<file path="config.mk">
export PLATFORM = sky130hd
export DESIGN_NAME = servant_wb_arbiter
export DESIGN_NICKNAME = d
export VERILOG_FILES = /design/src/rtl/servant_bus_pkg.sv /design/src/rtl/servant_wb_arbiter.sv
export SDC_FILE = /design/constraint.sdc
export NUM_CORES = 1
export LEC_CHECK = 0
export CAP_MARGIN = 30
export CORE_AREA = 4 4 121 123
export DETAILED_ROUTE_END_ITERATION = 8
export DIE_AREA = 0 0 125 127
export GPL_TIMING_DRIVEN = 0
export PLACE_DENSITY_LB_ADDON = 0.05
export RECOVER_POWER = 100
export SYNTH_ARGS = -nofsm -noshare
export SYNTH_HDL_FRONTEND = slang
export SYNTH_SLANG_ARGS = --single-unit
</file>
<file path="constraint.sdc">
create_clock -name i_clk -period 8.2 [get_ports i_clk]
set_input_delay 2.46 -clock i_clk [delete_from_list [all_inputs] [get_ports i_clk]]
set_output_delay 2.46 -clock i_clk [all_outputs]
set_load 0.01 [all_outputs]
</file>
<file path="src/rtl/servant_bus_pkg.sv">
// Shared definitions for the servant bus fabric: arbiter state encodings,
// the default read-data pattern for timed-out transfers, and a helper that
// sizes the bus watchdog counter.
package servant_bus_pkg;

  localparam logic [1:0] ARB_IDLE = 2'd0;
  localparam logic [1:0] ARB_GNT0 = 2'd1;
  localparam logic [1:0] ARB_GNT1 = 2'd2;

  localparam logic [31:0] ARB_ERR_RDT_DEFAULT = 32'hDEAD_BEEF;

  // Width of a counter that must reach timeout-1; kept at least one bit so
  // a disabled watchdog (timeout == 0) still yields a legal vector.
  function automatic int arb_cnt_w(input int timeout);
    return (timeout > 0) ? $clog2(timeout + 1) : 1;
  endfunction

endpackage

</file>
<file path="src/rtl/servant_wb_arbiter.sv">
// Two-master Wishbone arbiter in front of servant_mux. Round-robin per
// transfer, grant held until the slave acks, the master aborts, or the bus
// watchdog expires and terminates the transfer with an error read pattern.
module servant_wb_arbiter
  import servant_bus_pkg::*;
#(
  parameter int          TIMEOUT = 255,
  parameter logic [31:0] ERR_RDT = ARB_ERR_RDT_DEFAULT
) (
  input  logic        i_clk,
  input  logic        i_rst_n,
  // CPU data bus master
  input  logic [31:0] i_wb_m0_adr,
  input  logic [31:0] i_wb_m0_dat,
  input  logic [3:0]  i_wb_m0_sel,
  input  logic        i_wb_m0_we,
  input  logic        i_wb_m0_cyc,
  output logic [31:0] o_wb_m0_rdt,
  output logic        o_wb_m0_ack,
  // Second master (DMA / accelerator)
  input  logic [31:0] i_wb_m1_adr,
  input  logic [31:0] i_wb_m1_dat,
  input  logic [3:0]  i_wb_m1_sel,
  input  logic        i_wb_m1_we,
  input  logic        i_wb_m1_cyc,
  output logic [31:0] o_wb_m1_rdt,
  output logic        o_wb_m1_ack,
  // Towards the mux master port
  output logic [31:0] o_wb_s_adr,
  output logic [31:0] o_wb_s_dat,
  output logic [3:0]  o_wb_s_sel,
  output logic        o_wb_s_we,
  output logic        o_wb_s_cyc,
  input  logic [31:0] i_wb_s_rdt,
  input  logic        i_wb_s_ack,
  // Watchdog reporting
  output logic        o_timeout,
  output logic        o_timeout_master
);

  localparam int                 CNT_W    = arb_cnt_w(TIMEOUT);
  localparam logic [CNT_W-1:0]   CNT_LAST = CNT_W'((TIMEOUT > 0) ? TIMEOUT - 1 : 0);
  localparam logic               WDOG_EN  = (TIMEOUT > 0);

  logic [1:0]       state_q, state_d;
  logic             last_q, last_d;
  logic [CNT_W-1:0] cnt_q, cnt_d;
  logic             timeout_q, timeout_d;
  logic             tmaster_q, tmaster_d;

  logic gnt0, gnt1, gnt_any, m_cyc, expire;

  // Decode the grant, pick the granted master's cyc and detect watchdog expiry.
  // A real ack in the expiry cycle takes precedence, so expiry excludes it.
  always_comb begin
    gnt0    = (state_q == ARB_GNT0);
    gnt1    = (state_q == ARB_GNT1);
    gnt_any = gnt0 | gnt1;
    m_cyc   = gnt1 ? i_wb_m1_cyc : i_wb_m0_cyc;
    expire  = WDOG_EN & gnt_any & m_cyc & (cnt_q == CNT_LAST) & ~i_wb_s_ack;
  end

  // Route the granted master to the slave port and the slave response back.
  // Outside a grant the payload follows m0 but cyc is low, so it is ignored.
  always_comb begin
    o_wb_s_adr  = gnt1 ? i_wb_m1_adr : i_wb_m0_adr;
    o_wb_s_dat  = gnt1 ? i_wb_m1_dat : i_wb_m0_dat;
    o_wb_s_sel  = gnt1 ? i_wb_m1_sel : i_wb_m0_sel;
    o_wb_s_we   = gnt1 ? i_wb_m1_we  : i_wb_m0_we;
    o_wb_s_cyc  = gnt_any & m_cyc & ~expire;
    o_wb_m0_ack = gnt0 & (i_wb_s_ack | expire);
    o_wb_m1_ack = gnt1 & (i_wb_s_ack | expire);
    o_wb_m0_rdt = gnt0 ? (expire ? ERR_RDT : i_wb_s_rdt) : 32'h0;
    o_wb_m1_rdt = gnt1 ? (expire ? ERR_RDT : i_wb_s_rdt) : 32'h0;
    o_timeout        = timeout_q;
    o_timeout_master = tmaster_q;
  end

  // Arbitration FSM and watchdog counter next-state logic. The counter is
  // cleared while idle so it starts at zero on the first cycle of a grant.
  always_comb begin
    state_d   = state_q;
    last_d    = last_q;
    cnt_d     = cnt_q;
    timeout_d = expire;
    tmaster_d = expire ? gnt1 : tmaster_q;
    case (state_q)
      ARB_IDLE: begin
        cnt_d = '0;
        if (i_wb_m0_cyc && i_wb_m1_cyc) begin
          if (last_q) begin
            state_d = ARB_GNT0;
            last_d  = 1'b0;
          end else begin
            state_d = ARB_GNT1;
            last_d  = 1'b1;
          end
        end else if (i_wb_m0_cyc) begin
          state_d = ARB_GNT0;
          last_d  = 1'b0;
        end else if (i_wb_m1_cyc) begin
          state_d = ARB_GNT1;
          last_d  = 1'b1;
        end
      end
      ARB_GNT0, ARB_GNT1: begin
        if (i_wb_s_ack || !m_cyc || expire) begin
          state_d = ARB_IDLE;
        end else begin
          cnt_d = cnt_q + CNT_W'(1);
        end
      end
      default: state_d = ARB_IDLE;
    endcase
  end

  // State registers; asynchronous reset drops every output immediately.
  always_ff @(posedge i_clk or negedge i_rst_n) begin
    if (!i_rst_n) begin
      state_q   <= ARB_IDLE;
      last_q    <= 1'b1;
      cnt_q     <= '0;
      timeout_q <= 1'b0;
      tmaster_q <= 1'b0;
    end else begin
      state_q   <= state_d;
      last_q    <= last_d;
      cnt_q     <= cnt_d;
      timeout_q <= timeout_d;
      tmaster_q <= tmaster_d;
    end
  end

endmodule

</file>
==> impl_metrics.py, run 1 <==
metrics = {
    "timing": {
        "finalSetupViolCount": 0,
        "hold_violations": 0,
        "finalCritPeriodShare_pct": 93.29,
        "finalCriticalPeriod_ns": 7.650,
        "max_freq_ghz": 0.1307,
        "rsz0062_at_grt": "false",
        "setup_tns_ns": 0,
        "max_slew.worst_pin.slew_ns": 0.6061,
        "maxSlewViolCount": 0,
        "slew_headroom_pct": 59.46,
        "whs_ns": 0.5018,
        "skew_ns": 0.002362,
    },
    "critical_path": {
        "crit_family": "buffers and inverters",
        "critPathBufInv": 5,
        "critical_path_arrival_ns": 5.19,
        "path_cells": "dlygate4sd3_1, mux2_1, nand2_2, or4_1, clkbuf_1, inv_6, buf_6, o21a_1, dlygate4sd3_1",
        "cpPeakStageDelay_ns": 0.64,
        "crit_slowest_cell": "dlygate4sd3_1",
        "startpoint_type": "primary input",
        "critPathRequiredTime_ns": 5.74,
        "cpMostUsedCell": "dlygate4sd3_1",
        "end_kind": "output pin",
        "critPathKind": "in2out",
        "crit_fanout": 10,
    },
    "clocking": {
        "clock_latency_ns": 0.24,
        "cts_buffers": 3,
        "cts_tree": "built",
        "cts_resized": 0,
        "hold_buffers": 0,
        "clkTransAtPathRegs_ns": 0.04,
        "clock-sinks": 13,
        "htree_levels": 1,
        "cts_max_path_buffers": 2,
        "post-cts-setup-buffers": 0,
        "cts-root-buf": "clkbuf_16",
    },
    "global_route": {
        "grt_max_degree": 14,
        "gr-usage-all-layers_pct": 17.23,
        "antenna_found_initial": 1,
        "grt_pass1_vias": 3317,
        "grt.overflow.total": 0,
        "grt_pass1_wl_um": 21130,
    },
    "finish": {
        "fillCellCount": 1399,
        "drive_above_1_share_pct": 14.83,
        "diodes": 0,
        "synthToLayoutAreaGrowth_pct": 157.5,
        "nets": 734,
    },
    "place": {
        "io_buffers": 312,
        "post-dp-hpwl_um": 13040,
        "gp_congestion": 0.7909,
    },
    "detailed_routing": {
        "drtAntennaViolNets": 0,
        "first_pass_iters": 4,
        "avgViaCountPerCell": 4.269,
        "routed-via-count": 3129,
        "wl_per_cell_um": 20.02,
        "drc_errors": 0,
        "drtIter0Drc": 83,
        "wl_um": 14670,
    },
    "power_and_ir_drop": {
        "max-vdd-ir-drop_v": 0.00007039,
        "totalPowerFinal_uw": 1093,
        "p_leak_uw": 0.002334,
        "p_switching_uw": 452.1,
        "power_density_nw_per_um2": 196.2,
        "p_comb_share_pct": 83.7,
        "clkPwrFrac_pct": 8.3,
        "intPower_uw": 641.3,
        "switching_share_pct": 41.35,
        "power_frac_seq_pct": 8.0,
    },
    "synth": {
        "ys_seq_area_share_pct": 15.09,
        "synth_area_leaders": "mux2_2 36%, o21a_1 17%, dfrtp_1 14%",
        "syn_nets": 417,
        "synth_area_um2": 2165,
        "synth_top_cell_by_area": "mux2_2",
        "ys_warn_count": 0,
        "ys_ff_latch": 13,
        "ys_types": 36,
        "synth_cells": 237,
        "synth_top_area_share_pct": 35.90,
        "syn_area_per_cell_um2": 9.133,
    },
    "floorplan": {
        "start_util_pct": 15.84,
        "row_count": 43,
        "die_x_um": 125,
        "core_um2": 13670,
        "pin_count": 313,
        "design.die.area_um2": 15880,
        "die_y_um": 127,
    },
    "status": {
        "status": "complete, no violations",
    },
    "worst_hold_path": {
        "hold_class": "reg2reg",
    },
    "job": {
        "maxCapViolCount": 0,
    },
}
[metrics by stage]
step,setup WS (ns),std cells,area [µm²],utilization [%]
floorplan,2.089,237,2165,-
global placement,0.8409,729,5513,40.34
detailed placement,0.8457,729,5513,40.34
CTS,0.8381,733,5592,40.92
global route,0.4183,733,5574,40.79
finish,0.5499,733,5574,40.79
[worst register-to-register path, stage by stage, from the launching register on]
cell,delay [ns]
dfrtp_1,0.37
inv_1,0.07
ha_1,0.20
buf_4,0.16
mux2_1,0.36
o2111ai_1,0.18
clkbuf_1,0.37
clkbuf_1,0.39
nand3_1,0.12
o21ai_0,0.09
[layout by cell type, fill, tap and decap left out, types with 2 or more instances in the layout]
master           count
a211o_1              3
a21oi_1              2
a22o_1               2
and3_1              16
buf_6                5
clkbuf_1            20
clkbuf_16            3
clkdlybuf4s50_1    176
dfrtp_1             12
dlygate4sd3_1      136
ha_1                 5
inv_1                7
mux2_2              69
nand2_1              5
nand2b_1             4
nand3_1              7
nand4_1              2
nor2_1               2
nor2b_1              2
nor4_1               2
o21a_1              48
o21ai_0              6
o311a_1              2
or4_1                2
[final timing paths]
check / start / slack (ns) / cells after the start / endpoint
max: i_wb_m1_cyc / 0.55 / 9 / o_wb_m1_rdt[23]
min: last_q / 0.50 / 2 / last_q
max reg2reg: state_q[0] / 5.82 / 9 / cnt_q[1]
min reg2reg: last_q / 0.50 / 2 / last_q
max in group asynchronous: i_rst_n / 5.13 / 1 / cnt_q[5]
min in group asynchronous: i_rst_n / 2.67 / 1 / cnt_q[7]
[registers in the layout, indices dropped and copies added (netlist names)]
| signal | cells |
|---|---|
| cnt_q | 8 |
| state_q | 2 |
| last_q | 1 |
| o_timeout | 1 |
| o_timeout_master | 1 |
[Yosys cell counts, drive strengths merged]
cell type   n
mux2       71
o21a       48
and3       16
clkbuf     15
dfrtp      12
buf        10
inv         8
nand3       7
nand2       6
o21ai       6
ha          5
nand2b      4
a211o       3
a21oi       2
a22o        2
nand4       2
nor2        2
nor2b       2
nor4        2
o311a       2
or4         2
and2        1
dfstp       1
nor4b       1
o2111ai     1
o211a       1
o211ai      1
o311ai      1
o31a        1
o31ai       1
xnor2       1
[area by class of cell]
class	instances	area (µm²)	share of cell area [%]
inverter	8	35.03	0.6285
multi-input combinational	191	1650	29.61
sequential	13	326.6	5.859
buffer	25	135.1	2.424
timing repair buffer	312	3123	56.03
clock buffer	4	78.83	1.414
tap	180	225.2	4.040
[power by group through the flow]
| stage | clock [µW] | combinational, µW | sequential [µW] |
|---|---|---|---|
| global route | 99.4 | 982 | 89.4 |
| detailed placement | 0 | 1000 | 88.1 |
| CTS | 93.7 | 1010 | 87.4 |
| finish | 91.0 | 915 | 87.7 |
| floorplan | 0 | 459 | 85.7 |
| global placement | 0 | 999 | 88.3 |
[metal layers]
metal,vias to the layer above,global-route usage (%),wire (µm)
li1,1513,-,-
met1,1463,17.05,4979
met2,143,34.04,8092
met3,8,7.901,1494
met4,2,1.594,93
met5,-,0,13
[cell families (layout without fill, tap and decap cells)]
family	after synthesis	in the layout	synth area share (%)
AOI/OAI and AO/OA	69	69	23.82
xor gates and xnor gates	1	1	0.4047
adders and majority gates	5	5	2.890
buffers and inverters	33	349	8.497
DFF	13	13	15.09
muxes	71	71	37.28
and+or+nand+nor	45	45	12.02
Note: power is estimated with default switching activity, not from simulation.
==> run 2, diff against run 1 <==
Settings changed: TNS_END_PERCENT set to 30.
==> results of run 2 <==
Final layout, timing and power as in run 1 (identical DEF).
